**src/rtl/uart_fifo_bridge.sv**
```systemverilog
// Line-buffering bridge: UART RX bytes are written into the FIFO, and a complete
// line (or a full FIFO) is drained byte-by-byte to the UART transmitter.
module uart_fifo_bridge #(
    parameter int                   DATA_BITS    = 8,
    parameter logic [DATA_BITS-1:0] TERMINATOR   = 8'h0D,
    parameter int                   ADDRESS_BITS = 10
) (
    input  logic                 clk_in,
    input  logic                 n_rst,
    input  logic                 uart_rx_valid_in,
    input  logic [DATA_BITS-1:0] uart_rx_data_in,
    input  logic                 fifo_empty_in,
    input  logic                 fifo_full_in,
    input  logic [DATA_BITS-1:0] fifo_rd_data_in,
    input  logic                 uart_tx_ready_in,
    output logic                 fifo_wr_en,
    output logic [DATA_BITS-1:0] fifo_wr_data_out,
    output logic                 fifo_rd_en,
    output logic                 uart_tx_en,
    output logic [DATA_BITS-1:0] uart_tx_data_out,
    output logic                 overflow_out,
    output logic                 busy_out
);

    typedef enum logic [2:0] {
        ST_IDLE      = 3'd0,
        ST_READ      = 3'd1,
        ST_LOAD      = 3'd2,
        ST_SEND      = 3'd3,
        ST_WAIT_ACK  = 3'd4,
        ST_WAIT_DONE = 3'd5
    } state_t;

    localparam logic [ADDRESS_BITS:0] LINE_ZERO = {(ADDRESS_BITS+1){1'b0}};
    localparam logic [ADDRESS_BITS:0] LINE_ONE  = {{ADDRESS_BITS{1'b0}}, 1'b1};
    localparam logic [ADDRESS_BITS:0] LINE_MAX  = {(ADDRESS_BITS+1){1'b1}};

    logic [2:0]              rx_sync_r;
    logic [2:0]              tx_sync_r;
    logic                    rx_pulse_s;
    logic                    tx_ready_s;
    logic                    tx_done_s;

    logic                    wr_en_nx_s;
    logic [DATA_BITS-1:0]    wr_data_nx_s;
    logic                    overflow_nx_s;
    logic                    line_inc_s;
    logic                    line_dec_s;
    logic [ADDRESS_BITS:0]   line_count_r;
    logic [ADDRESS_BITS:0]   line_count_nx_s;

    state_t                  state_r;
    state_t                  state_nx_s;
    logic                    rd_en_nx_s;
    logic                    tx_en_nx_s;
    logic [DATA_BITS-1:0]    tx_data_nx_s;
    logic                    busy_nx_s;

    // Two-flop synchronisers for the slow-domain levels, third stage for edge detection.
    always_ff @(posedge clk_in or negedge n_rst) begin
        if (!n_rst) begin
            rx_sync_r <= 3'b000;
            tx_sync_r <= 3'b000;
        end else begin
            rx_sync_r <= {rx_sync_r[1:0], uart_rx_valid_in};
            tx_sync_r <= {tx_sync_r[1:0], uart_tx_ready_in};
        end
    end

    assign rx_pulse_s = rx_sync_r[1] & ~rx_sync_r[2];
    assign tx_ready_s = tx_sync_r[1];
    assign tx_done_s  = tx_sync_r[1] & ~tx_sync_r[2];

    // RX path: one write per valid rising edge; bytes arriving on a full FIFO are dropped.
    always_comb begin
        wr_en_nx_s    = 1'b0;
        wr_data_nx_s  = fifo_wr_data_out;
        overflow_nx_s = overflow_out;
        line_inc_s    = 1'b0;
        if (rx_pulse_s) begin
            if (fifo_full_in) begin
                overflow_nx_s = 1'b1;
            end else begin
                wr_en_nx_s   = 1'b1;
                wr_data_nx_s = uart_rx_data_in;
                line_inc_s   = (uart_rx_data_in == TERMINATOR);
            end
        end else begin
            wr_en_nx_s = 1'b0;
        end
    end

    // Complete-line counter: saturating, never underflows, inc+dec cancel.
    always_comb begin
        line_count_nx_s = line_count_r;
        case ({line_inc_s, line_dec_s})
            2'b10: begin
                if (line_count_r != LINE_MAX) begin
                    line_count_nx_s = line_count_r + LINE_ONE;
                end else begin
                    line_count_nx_s = line_count_r;
                end
            end
            2'b01: begin
                if (line_count_r != LINE_ZERO) begin
                    line_count_nx_s = line_count_r - LINE_ONE;
                end else begin
                    line_count_nx_s = line_count_r;
                end
            end
            default: line_count_nx_s = line_count_r;
        endcase
    end

    // Drain FSM next-state and next-output logic.
    always_comb begin
        state_nx_s   = state_r;
        rd_en_nx_s   = 1'b0;
        tx_en_nx_s   = 1'b0;
        tx_data_nx_s = uart_tx_data_out;
        line_dec_s   = 1'b0;
        case (state_r)
            ST_IDLE: begin
                if (((line_count_r != LINE_ZERO) || fifo_full_in) && !fifo_empty_in) begin
                    state_nx_s = ST_READ;
                    rd_en_nx_s = 1'b1;
                end else begin
                    state_nx_s = ST_IDLE;
                end
            end
            ST_READ: state_nx_s = ST_LOAD;
            ST_LOAD: begin
                tx_data_nx_s = fifo_rd_data_in;
                state_nx_s   = ST_SEND;
            end
            ST_SEND: begin
                if (tx_ready_s) begin
                    tx_en_nx_s = 1'b1;
                    state_nx_s = ST_WAIT_ACK;
                end else begin
                    state_nx_s = ST_SEND;
                end
            end
            ST_WAIT_ACK: begin
                // Hold the request until the TX core has visibly gone busy.
                if (!tx_ready_s) begin
                    state_nx_s = ST_WAIT_DONE;
                end else begin
                    tx_en_nx_s = 1'b1;
                end
            end
            ST_WAIT_DONE: begin
                if (tx_done_s) begin
                    if (uart_tx_data_out == TERMINATOR) begin
                        line_dec_s = 1'b1;
                        state_nx_s = ST_IDLE;
                    end else if (!fifo_empty_in) begin
                        rd_en_nx_s = 1'b1;
                        state_nx_s = ST_READ;
                    end else begin
                        state_nx_s = ST_IDLE;
                    end
                end else begin
                    state_nx_s = ST_WAIT_DONE;
                end
            end
            default: state_nx_s = ST_IDLE;
        endcase
        busy_nx_s = (state_nx_s != ST_IDLE);
    end

    // State, line counter and registered outputs.
    always_ff @(posedge clk_in or negedge n_rst) begin
        if (!n_rst) begin
            state_r          <= ST_IDLE;
            line_count_r     <= LINE_ZERO;
            fifo_wr_en       <= 1'b0;
            fifo_wr_data_out <= {DATA_BITS{1'b0}};
            overflow_out     <= 1'b0;
            fifo_rd_en       <= 1'b0;
            uart_tx_en       <= 1'b0;
            uart_tx_data_out <= {DATA_BITS{1'b0}};
            busy_out         <= 1'b0;
        end else begin
            state_r          <= state_nx_s;
            line_count_r     <= line_count_nx_s;
            fifo_wr_en       <= wr_en_nx_s;
            fifo_wr_data_out <= wr_data_nx_s;
            overflow_out     <= overflow_nx_s;
            fifo_rd_en       <= rd_en_nx_s;
            uart_tx_en       <= tx_en_nx_s;
            uart_tx_data_out <= tx_data_nx_s;
            busy_out         <= busy_nx_s;
        end
    end

endmodule

```
**config.mk**
```make
export PLATFORM = sky130hd
export DESIGN_NAME = uart_fifo_bridge
export DESIGN_NICKNAME = d
export VERILOG_FILES = /design/src/rtl/uart_fifo_bridge.sv
export SDC_FILE = /design/constraint.sdc
export NUM_CORES = 1
export LEC_CHECK = 0
export CORE_UTILIZATION = 35
export DETAILED_ROUTE_END_ITERATION = 8
export PLACE_DENSITY = 0.68
export SLEW_MARGIN = 40
export SYNTH_ARGS = -nofsm -noshare
export SYNTH_HDL_FRONTEND = slang
export SYNTH_SLANG_ARGS = --single-unit
```
**constraint.sdc**
```tcl
create_clock -name clk_in -period 5 [get_ports clk_in]
set_input_delay 1 -clock clk_in [delete_from_list [all_inputs] [get_ports clk_in]]
set_output_delay 1 -clock clk_in [all_outputs]
set_load 0.05 [all_outputs]
```
# Word-level counts from Yosys, hierarchy flattened
# Index checks and enable logic that the tools add are counted.
[op_classes] mux=24 eq_ne=12 bitwise=5 n_reduce_logical=11 n_addsub=2
[ops] op="2-to-1 mux 11 bit" count=2
[ops] op="case mux 11 bit (2 select lines)" count=1
[ops] op="case mux 3 bit (6 select lines)" count=1
[ops] op="equality test 8 x 4 -> 1 bit, second input constant" count=2
[ops] op="2-to-1 mux 1 bit" count=16
[ops] op="adder 11 x 1 -> 11 bit, second input constant" count=1
[ops] op="inequality test 11 bit, second input constant" count=1
[ops] op="nonzero test 11 bit" count=1
[ops] op="subtractor 11 x 1 -> 11 bit, second input constant" count=1
[ops] op="2-to-1 mux 3 bit" count=3
[ops] op="equality test 3 x 2 -> 1 bit, second input constant" count=2
[ops] op="equality test 3 bit, second input constant" count=2
[ops] op="inequality test 2 bit, second input constant" count=2
[ops] op="AND reduction 2 bit" count=2
[ops] op="equality test 3 x 1 -> 1 bit, second input constant" count=1
[ops] op="logical NOT 3 bit" count=1
[ops] op="NOT 1 bit" count=3
[ops] op="AND reduction 3 bit" count=1
[ops] op="nonzero test 3 bit" count=1
[ops] op="AND 1 bit" count=2
[ops] op="equality test 2 x 1 -> 1 bit, second input constant" count=1
[ops] op="equality test 2 bit, second input constant" count=1
[ops] op="case mux 1 bit (2 select lines)" count=1
[ops] op="nonzero test 2 bit" count=1
[ops] op="4 further kinds" count=4
[totals] reg_bits=41

# Logic depth before layout (Yosys ltp)
# Gate-level depths: netlist of the first run.
[depth] depth_word=7 depth_mapped=11 mapped_depth_nobuf=10

# Least setup slack after synthesis of the first run
# No wires, ideal clock.
[synth_timing] kind="input to register" start="input fifo_full_in" end="register line_count_r[8]" path_stages=11 n_path_buf=1 t_arrival_ps=3064 setup_time_ps=125 path_slack_ps=1811 path_cell_list="nor3b_1 buf_4 nand3_1 nand2_1 inv_1 ha_1 and2_0 o21ai_0 a31oi_1 xor2_1 mux2_2"
[synth_via] elab_chain_len=5
[synth_rtl] element="start, declared" line="13" text="input logic fifo_full_in,"
[synth_rtl] element="2-to-1 mux 1 bit (*)" line="81" text="if (fifo_full_in) begin"
[synth_rtl] element="2-to-1 mux 1 bit (*)" line="80" text="if (rx_pulse_s) begin"
[synth_rtl] element="equality test 2 x 1 -> 1 bit / equality test 2 bit (equally long branches)" line="96" text="case ({line_inc_s, line_dec_s})"
[synth_rtl] element="inequality test 2 bit (no source line) / nonzero test 2 bit (equally long branches)"
[synth_rtl] element="AND reduction 3 bit (no source line)"
[synth_rtl] element="end signal, assigned" line="186" text="line_count_r <= line_count_nx_s;"
[synth_rtl] element="end, declared" line="49" text="logic [ADDRESS_BITS:0] line_count_r;"
# Mark *: on every way between the ends. The rest lies on a longest branch, timed or not.
# A chain may end at the register's enable or synchronous reset.

# Final worst setup path of the first run
[layout_timing] start="input uart_rx_data_in[1]" end="register line_count_r[10]"
[layout_via] elab_chain_len=6
[layout_rtl] element="start, declared" line="11" text="input logic [DATA_BITS-1:0] uart_rx_data_in,"
[layout_rtl] element="equality test 8 x 4 -> 1 bit (*)" line="86" text="line_inc_s = (uart_rx_data_in == TERMINATOR);"
[layout_rtl] element="2-to-1 mux 1 bit (*)" line="81"
[layout_rtl] element="2-to-1 mux 1 bit (*)" line="80"
[layout_rtl] element="equality test 2 x 1 -> 1 bit / equality test 2 bit (equally long branches)" line="96"
[layout_rtl] element="inequality test 2 bit (no source line) / nonzero test 2 bit (equally long branches)"
[layout_rtl] element="AND reduction 3 bit (no source line)"
# Marks and branches as above.

==> metrics.md, run 1 <==
| Metric | Value |
|---|---|
| Leak | approximately 1.2 nW |
| FF+latch count, synth | 41 |
| # rows | 28 |
| TNS Setup | 0 ps |
| Initial antenna violation count | 0 |
| Peak VDD IR | 267 uV |
| WL final | around 4100 um |
| Total GRT Usage | 14.3% |
| Iter 0 DRT Violations | 94 |
| Core Util, Final | between 40% and 50% |
| Max Cap Viol | 0 |
| Crit. End Element | register |
| Worst r2r path cells | 10 |
| Hold depth | 0 |
| Top cell type's share of synthesized area | 48.1% |
| Clock Sinks | 41 |
| Synth top area cells | dfrtp_1, mux2_2, ha_1, xnor2_1, a21oi_1 |
| Post-synth top cells | dfrtp_1, mux2_2, ha_1, inv_1, nand2_1 |
| Min Tclk post-route | 3620 ps |
| Fin area | 2730 um^2 |
| Area growth, synth to finish | 28.1% |
| Worst Tran Pin Value | a little over 600 ps |
| Clock skew | 10.0 ps |
| Post-CTS sizing | 0 |
| Core ar. | 5890 um^2 |
| Post-synthesis instance total | 177 |
| IO Pins | 43 |
| CP Data Arrival Time | 3810 ps |
| Layout cells sized above 1 | 20.8% |
| Cell taking the most area after synthesis | dfrtp_1 |
| Post-DRT Antenna Nets | 0 |
| Die ar. | 6410 um^2 |
| Post-Syn Area per Cell | 12.0 um^2 |
| Vias per Instance | 5.25 |
| GRT overflow | 0 |
| Routed wire per std cell | ~14 um |
| RSZ-0062 raised after global routing | false |
| Final hold viol count | 0 |
| Tcrit/Tclk final | 72.4% |
| Die W | 80.1 um |
| GPL Wtd Cong | between 0.8 and 0.9 |
| Placed insts | 293 |
| Post-route insts no fill | approximately 300 |
| Vias | 1579 |
| Starting Density | 36.2% |
| # H-tree levels | 2 |
| CTS root buffer | clkbuf_8 |
| EDFF count, synth | 0 |
| TritonCTS clock tree | built |
| Post-CTS Setup Bufs | 0 |
| Post-synth net total | 209 |
| Async SR Flop Fraction | between 90% and 100% |
| N_diodes | 0 |
| Initial DRT Pass Iterations | 5 |
| Vias in the first global route | 1491 |
| Die H | ~80 um |
| Count leader, synth | dfrtp_1 |
| Longest Clk Path Bufs | 2 |
| PwrDens | 432 nW/um^2 |
| Post-synthesis sequential area ratio | 48.1% |
| FILL cells | 562 |
| Nets@finish | 257 |
| Synthesized area | approximately 2100 um^2 |
| Cts hold-fix bufs | 0 |
| Crit Path Max Fanout | 9 |
| Pre-CTS setup slack | 1060 ps |
| CTS Buf Count | 5 |
| Critical path class | input pin to register |
| Ys flop type | dfrtp_1 |
| First-pass GRT wire length | 7020 um |
| Crit path launch type | input pin |
| Port Buffers | 42 |
| Post-Place Cell Area | 2640 um^2 |
| Outcome | complete, no violations |
| DP Wirelength | 3040 um |
| Largest net degree at the start of global routing | 42 |
| Worst-skew pair later-pin latency | 300 ps |
| Yosys cell types | 51 |
| Worst Setup Slack, final | about 1400 ps |
| Reg2reg setup slack | just under 2000 ps |
| Clk slew on worst S/H paths | approximately 90 ps |
| # setup viols final | 0 |
| Worst EP required | 5190 ps |
| DRC viols | 0 |
| Rel. slew slack | roughly three fifths |
| Synth warn | 0 |
| Hold Path Class | register to register |
| Max Freq | between 200 and 300 MHz |
| Pins Over Slew Limit | 0 |
## cells by family (layout without fill, tap and decap cells)
| family | after synthesis | after routing | synth area share, % |
|---|---|---|---|
| xor+xnor | 8 | 8 | 3.29 |
| fa+ha+maj | 10 | 10 | 6.22 |
| buf+inv | 10 | 59 | 2.11 |
| compound gates | 31 | 31 | 10.5 |
| simple gates | 52 | 52 | 16.7 |
| flops | 41 | 41 | 48.1 |
| mux | 25 | 25 | 13.1 |
## layout by cell type, fill, tap and decap left out, types with 3 or more instances in the layout
cell type        Yosys  layout
inv_1                8       8
o211ai_1             4       4
clkbuf_8             0       5
a21oi_1              6       6
ha_1                 9       9
nor2_1               6       6
nand4_1              4       4
clkdlybuf4s50_1      0      41
nand3_1              6       6
mux2_2              23      23
nand3b_1             3       3
o21ai_0              5       5
xor2_1               3       3
dfrtp_1             41      41
xnor2_1              5       5
or3_1                3       3
nand2_1              7       7
## stage by stage
stage	hold WS, ps	power [W]
final	354	0.00118
after global routing	369	0.00123
after CTS	356	0.00119
after detailed placement	335	0.000957
after global placement	334	0.000956
after floorplan	331	0.000797
## sequential cells by signal, summed over array words and instances, names as in the netlist
signal,cells
tx_sync_r,3
overflow_out,1
fifo_rd_en,1
fifo_wr_en,1
uart_tx_data_out,8
rx_sync_r,3
state_r,3
fifo_wr_data_out,8
uart_tx_en,1
busy_out,1
line_count_r,11
## worst max-delay path, stage by stage
cell and delay (ps):
clkdlybuf4s50_1 420, nor4_1 400, nand3_1 220, nand2_1 160, inv_1 170, ha_1 380, nor2b_1 180, o2111ai_1 180
a311oi_1 460, a211oi_1 70, nand3b_1 170
## where the power goes
| group | switching, W | internal, W | total, W | leakage [nW] |
|---|---|---|---|---|
| registers | 0.0000601 | 0.000402 | 0.000463 | 0.492 |
| logic | 0.000287 | 0.000200 | 0.000487 | 0.681 |
| clock network | 0.000129 | 0.000101 | 0.000230 | 0.0447 |
| total | 0.000476 | 0.000703 | 0.00118 | 1.22 |
## final cells by class
cell class                 count  area [um^2]  share of cell area [%]
tap                           75         93.8                    3.44
multi-input combinational    126         1060                    38.9
timing repair buffer          43          425                    15.6
sequential                    41         1030                    37.6
clock buffer                   5         68.8                    2.52
inverter                       8         30.0                    1.10
clock inverter                 3         25.0                   0.917
## worst paths after layout
kind                                                  from                              end
setup / recovery                        uart_rx_data_in[1]     line_count_r[10]$_DFFE_PN0P_
min in group asynchronous                            n_rst  uart_tx_data_out[1]$_DFFE_PN0P_
max in group asynchronous                            n_rst             state_r[1]$_DFF_PN0_
hold reg to reg                     rx_sync_r[0]$_DFF_PN0_           rx_sync_r[1]$_DFF_PN0_
hold / removal                      rx_sync_r[0]$_DFF_PN0_           rx_sync_r[1]$_DFF_PN0_
setup reg to reg           uart_tx_data_out[1]$_DFFE_PN0P_      line_count_r[8]$_DFFE_PN0P_
## per-layer routing
metal	part of all wire [%]	vias to the layer above	GRT usage (%)	routed length, um
li1	-	760	-	-
met1	49	765	19.9	2010
met2	45	49	21.7	1870
met3	4.1	5	2.27	168
met4	1.9	0	6.43	77
met5	0	-	0	0
Power figures use the tool's default switching activity.
==> run 2: changes to the inputs <==
==> constraint.sdc (replaced) <==
create_clock -name clk_in -period 3.6 [get_ports clk_in]
set_input_delay 0.72 -clock clk_in [delete_from_list [all_inputs] [get_ports clk_in]]
set_output_delay 0.72 -clock clk_in [all_outputs]
set_load 0.05 [all_outputs]
==> run 2 against run 1 <==
Net effect:
- final cell count increased by 0.33%
- utilization increased by 0.43 points
- combinational power is 39% higher
- largest power group unchanged
- via count fell by 0.82%
- global-route usage up 1.1 points
- clock power increased by 64%
- clock skew shrank 2.5 ps
- first-iteration DRC count is 11% lower
- sequential power up 38%
==> metrics.md, run 2 (same netlist as run 1, synthesis figures left out) <==
| Metric | Value |
|---|---|
| Outcome | complete, no violations |
| # rows | 28 |
| DP Wirelength | 3100 um |
| Final hold viol count | 0 |
| Max reg flops | 11 |
| Switching Fraction | 38.4% |
| IO Pins | 43 |
| Largest net degree at the start of global routing | 42 |
| Die H | 80.1 um |
| Hold depth | 0 |
| Internal Power | 0.00105 W |
| TNS Setup | 0 ps |
| Routed wire per std cell | between 10 and 15 um |
| Worst-skew pair later-pin latency | roughly 300 ps |
| Worst EP required | 3790 ps |
| PwrDens | 616 nW/um^2 |
| Min Tclk post-route | 3270 ps |
| WL final | 4220 um |
| Post-CTS Setup Bufs | 0 |
| Peak VDD IR | 399 uV |
| Largest Register | line_count_r |
| N_diodes | 0 |
| Clock network fraction of total power | between 20% and 30% |
| Critical path class | input pin to register |
| Core ar. | slightly below 6000 um^2 |
| Max Freq | between 300 and 400 MHz |
| Total GRT Usage | 15.4% |
| Fin Hold WS | ~350 ps |
| Area growth, synth to finish | 29.2% |
| Die ar. | ~6400 um^2 |
| Most frequent cells in the layout | dfrtp_1, clkdlybuf4s50_1, mux2_2 |
| Rel. slew slack | between 50% and 60% |
| Leak | 1.23 nW |
| CTS Buf Count | 5 |
| Clk slew on worst S/H paths | 80 ps |
| Worst r2r path cells | 10 |
| Crit Path Max Fanout | 9 |
| GRT overflow | 0 |
| Crit path launch type | input pin |
| CTS root buffer | clkbuf_8 |
| Tcrit/Tclk final | 91.0% |
| # H-tree levels | 2 |
| Longest Clk Path Bufs | 2 |
| Layout cells sized above 1 | 20.7% |
| Post-CTS sizing | 0 |
| # setup viols final | 0 |
| Sequential cell fraction of total power | a little under two fifths |
| Clock skew | 7.53 ps |
| Initial DRT Pass Iterations | 4 |
| TritonCTS clock tree | built |
| Starting Density | 36.2% |
| GPL Wtd Cong | slightly above 0.8 |
| Vias per Instance | 5.19 |
| Worst Tran Pin Value | approximately 610 ps |
| Top Registers | line_count_r (11), fifo_wr_data_out (8), uart_tx_data_out (8) |
| Cts hold-fix bufs | 0 |
| CP Data Arrival Time | 3460 ps |
| Crit. End Element | register |
| Iter 0 DRT Violations | 84 |
| Port Buffers | 42 |
| DRC viols | 0 |
| Hold Path Class | register to register |
| Combinational share of power | about two fifths |
| Max Cap Viol | 0 |
| Net Switching | 0.000651 W |
| Vias | 1566 |
| Vias in the first global route | 1575 |
| RSZ-0062 raised after global routing | false |
| Nets@finish | 258 |
| Initial antenna violation count | 0 |
| Core Util, Final | 46.8% |
| Clock Sinks | 41 |
| Die W | 80.1 um |
| Pins Over Slew Limit | 0 |
| First-pass GRT wire length | 7360 um |
| Post-DRT Antenna Nets | 0 |
## run 2: layout make-up
type                            instances  area (um^2)
Fill cell                             556         3130
Multi-Input combinational cell        126         1060
Sequential cell                        41         1030
Timing Repair Buffer                   44          433
Tap cell                               75         93.8
Clock buffer                            6         72.6
Clock inverter                          2         38.8
Inverter                                8         30.0
## run 2: metal layers
layer / GRT usage, % / vias up / part of all wire [%]
met2: 23.0 / 41 / 47
met3: 3.86 / 8 / 4.4
li1: - / 757 / -
met4: 9.11 / 0 / 2.7
met1: 20.1 / 760 / 46
met5: 0 / - / 0
## run 2: path summary, 6_finish.rpt
check	start	slack, ps	endpoint
min in group asynchronous	n_rst	390	uart_tx_data_out[7]$_DFFE_PN0P_
min reg2reg	rx_sync_r[0]$_DFF_PN0_	350	rx_sync_r[1]$_DFF_PN0_
max	uart_rx_data_in[4]	330	line_count_r[8]$_DFFE_PN0P_
max reg2reg	uart_tx_data_out[1]$_DFFE_PN0P_	470	line_count_r[9]$_DFFE_PN0P_
max in group asynchronous	n_rst	2860	line_count_r[3]$_DFFE_PN0P_
min	rx_sync_r[0]$_DFF_PN0_	350	rx_sync_r[1]$_DFF_PN0_
## run 2: power by group through the flow
stage	clock network (W)	logic [W]	registers, W
after floorplan	0	0.000215	0.000892
after global placement	0	0.000679	0.000649
after detailed placement	0	0.000682	0.000647
after CTS	0.000390	0.000684	0.000641
after global routing	0.000414	0.000718	0.000660
final	0.000377	0.000679	0.000641
## run 2: critical path, stage by stage
cell and delay, ps:
clkdlybuf4s50_1 430, nor4_1 410, nand3_1 160, nand2_1 130, inv_1 170, ha_1 410
and2_0 180, o21ai_0 260, a31oi_1 170, xor2_1 170, mux2_2 260
## run 2: stage by stage
| stage | area (um^2) | std cells | worst slack [ps] | power, W |
|---|---|---|---|---|
| finish | 2760 | 302 | 325 | 0.00170 |
| global route | 2760 | 302 | 136 | 0.00179 |
| CTS | 2760 | 302 | 299 | 0.00172 |
| detailed placement | 2640 | 294 | 5.71 | 0.00133 |
| global placement | 2640 | 294 | 59.6 | 0.00133 |
| floorplan | 2130 | 177 | 691 | 0.00111 |
==> run 3: changes to the inputs <==
--- a/config.mk
+++ b/config.mk
@@ -5,9 +5,10 @@
 export SDC_FILE = /design/constraint.sdc
 export NUM_CORES = 1
 export LEC_CHECK = 0
+export CORE_MARGIN = 2
 export CORE_UTILIZATION = 35
 export DETAILED_ROUTE_END_ITERATION = 8
-export PLACE_DENSITY = 0.68
+export PLACE_DENSITY = 0.7
 export SLEW_MARGIN = 40
 export SYNTH_ARGS = -nofsm -noshare
 export SYNTH_HDL_FRONTEND = slang
==> constraint.sdc (replaced) <==
create_clock -name clk_in -period 2.63 [get_ports clk_in]
set_input_delay 0.526 -clock clk_in [delete_from_list [all_inputs] [get_ports clk_in]]
set_output_delay 0.526 -clock clk_in [all_outputs]
set_load 0.05 [all_outputs]
==> run 3 against run 2 <==
Net effect:
- clock power is 37% higher
- utilization is 8.8 points higher
- sequential cell count stayed put
- critical path depth stayed put
- die area is 5.1% higher
- count of clock-buffer cells in the layout stayed put
- design area is 19% higher
- sequential share of layout area is 5.8 points lower
- routed wire length is 19% higher
- global-route usage is 1.0 points higher
- critical path type is now register to register
- critical endpoint is now line_count_r[7]$_DFFE_PN0P_
- highest routed layer unchanged
==> metrics.md, run 3 (same netlist as run 1, synthesis figures left out) <==
| Metric | Value |
|---|---|
| Port Buffers | 42 |
| Placed insts | around 330 |
| CTS root buffer | clkbuf_8 |
| Die H | roughly 80 um |
| Routed wire per std cell | 14.7 um |
| Fin area | 3290 um^2 |
| Core ar. | 5920 um^2 |
| Post-route insts no fill | 342 |
| Clock Sinks | between 40 and 50 |
| Crit path launch type | register |
| Rel. slew slack | 53.3% |
| Fin Hold WS | about 190 ps |
| Max Freq | 381 MHz |
| Top delay family on crit path | simple AND/OR/NAND/NOR gates |
| Top Registers | line_count_r (11), fifo_wr_data_out (8), uart_tx_data_out (8) |
| Die W | a little over 80 um |
| Min Tclk post-route | 2630 ps |
| Leak | about 1.5 nW |
| Layout cells sized above 1 | around 43% |
| WP depth | 11 |
| Largest net degree at the start of global routing | 42 |
| PwrDens | 752 nW/um^2 |
| Critical path class | register to register |
| RSZ-0062 raised after global routing | true |
| # setup viols final | 0 |
| # H-tree levels | 2 |
| TritonCTS clock tree | built |
| Pins Over Slew Limit | 0 |
| Vias | 1746 |
| Final hold viol count | 0 |
| Worst Setup Slack, final | approximately 2.4 ps |
| Crit. End Element | register |
| Outcome | complete, no violations |
| Reg2reg setup slack | 2 ps |
| Vias in the first global route | 1763 |
| Die ar. | 6730 um^2 |
| Worst EP required | 2810 ps |
| Crit path capture | line_count_r[7]$_DFFE_PN0P_ |
| WL final | 5030 um |
| Crit Path Max Fanout | 7 |
| Max Cap Viol | 0 |
| GPL Wtd Cong | between 0.8 and 0.9 |
| Critical-path cell list | nor4b_4 > and4_4 > nand2_4 > buf_12 > clkinv_8 > ha_4 > a21oi_2 > o211ai_1 > o211ai_1 > xnor2_1 > mux2_2 |
| Clock skew | 7.54 ps |
| Slowest-stage cell, CP | dfrtp_2 |
| First-pass GRT wire length | 8390 um |
| Iter 0 DRT Violations | 70 |
| Clk slew on worst S/H paths | 90 ps |
| Peak VDD IR | 570 uV |
| Max reg flops | 11 |
| Worst-skew pair later-pin latency | roughly 300 ps |
| # rows | 28 |
| Post-DRT Antenna Nets | 0 |
| Longest Clk Path Bufs | 2 |
| DP Wirelength | 3650 um |
| Starting Density | 36.0% |
| Slowest stage delay, CP | approximately 430 ps |
| Pre-CTS setup slack | -591 ps |
| CP dominant cell by count | o211ai_1 |
| Post-Place Cell Area | ~2900 um^2 |
| Area growth, synth to finish | 54.3% |
| N_diodes | 0 |
| Critical path buffer and inverter count | 2 |
| Vias per Instance | 5.11 |
| Most common cell after layout, fill and taps aside | buf_4 |
| Largest Register | line_count_r |
| CP Launch Point | uart_tx_data_out[1]$_DFFE_PN0P_ |
| Initial DRT Pass Iterations | 4 |
| Most frequent cells in the layout | buf_4, dfrtp_1, clkdlybuf4s50_1 |
| FILL cells | slightly below 500 |
| Worst r2r path cells | 11 |
| Nets@finish | 298 |
| CP Data Arrival Time | 2810 ps |
| CTS Buf Count | 5 |
| Tcrit/Tclk final | 99.9% |
| Total GRT Usage | 16.4% |
| Core Util, Final | between 50% and 60% |
| Worst Tran Pin Value | 698 ps |
| GRT overflow | 0 |
| RR Endpoint | line_count_r[7]$_DFFE_PN0P_ |
| Initial antenna violation count | 0 |
| DRC viols | 0 |
| Reg2reg start | uart_tx_data_out[1]$_DFFE_PN0P_ |
| Hold Path Class | input pin to asynchronous set/reset pin |
| IO Pins | 43 |
[run 3: changes by cell type in the layout (fill, tap and decap cells not counted), moves of 2 or more]
cell             previous run  this run
buf_4                       3        42
dlymetal6s2s_1              0         9
ha_4                        0         5
dfrtp_1                    41        33
dfrtp_2                     0         8
clkdlybuf4s50_1            41        32
ha_1                        9         3
a21oi_1                     6         4
[run 3: cell type report]
| class | instances | area (um^2) | share of cell area, % |
|---|---|---|---|
| Sequential cell | 41 | 1040 | 31.5 |
| Inverter | 8 | 42.5 | 1.29 |
| Timing Repair Buffer | 84 | 768 | 23.3 |
| Multi-Input combinational cell | 126 | 1240 | 37.6 |
| Tap cell | 75 | 93.8 | 2.85 |
| Clock inverter | 2 | 38.8 | 1.18 |
| Clock buffer | 6 | 72.6 | 2.21 |
[run 3: timing repair]
action	CTS	global route
pin swaps	12	19
setup endpoints to repair	7	8
setup buffers	2	5
cloned	0	0
resized for setup	19	21
hold buffers	0	0
[run 3: worst reg2reg max path, cell delays in order, from the launching register on]
cell,delay (ps)
dfrtp_2,430
nor4b_4,320
and4_4,300
nand2_4,60
buf_12,130
clkinv_8,70
ha_4,200
a21oi_2,140
o211ai_1,130
o211ai_1,320
xnor2_1,130
mux2_2,270
[run 3: routing by layer]
layer / global-route usage, % / vias up / wire length (um)
li1: - / 837 / -
met1: 20.9 / 859 / 2210
met2: 26.7 / 40 / 2540
met3: 4.07 / 10 / 169
met4: 6.67 / 0 / 105
met5: 0 / - / 0
[run 3: worst min path at each step]
stage                            from                              end  depth (start not counted)
3_5_place_dp   tx_sync_r[0]$_DFF_PN0_           tx_sync_r[1]$_DFF_PN0_                          0
4_1_cts                         n_rst           tx_sync_r[2]$_DFF_PN0_                          1
6_report                        n_rst           tx_sync_r[0]$_DFF_PN0_                          1
2_1_floorplan                   n_rst               busy_out$_DFF_PN0_                          0
5_1_grt                         n_rst  uart_tx_data_out[1]$_DFFE_PN0P_                          1
3_3_place_gp   rx_sync_r[0]$_DFF_PN0_           rx_sync_r[1]$_DFF_PN0_                          0
[run 3: per-stage QoR]
step | power (W) | TNS (ps)
after floorplan | 0.00154 | 0
after global placement | 0.00195 | -2920
after detailed placement | 0.00197 | -3470
after CTS | 0.00249 | -127
after global routing | 0.00259 | -357
final | 0.00247 | 0
[run 3: power breakdown]
group / internal, W / leakage [nW] / total, W / switching [W]
clock network: 0.000285 / 0.0554 / 0.000517 / 0.000232
logic: 0.000480 / 0.980 / 0.00109 / 0.000612
registers: 0.000777 / 0.484 / 0.000865 / 0.0000887
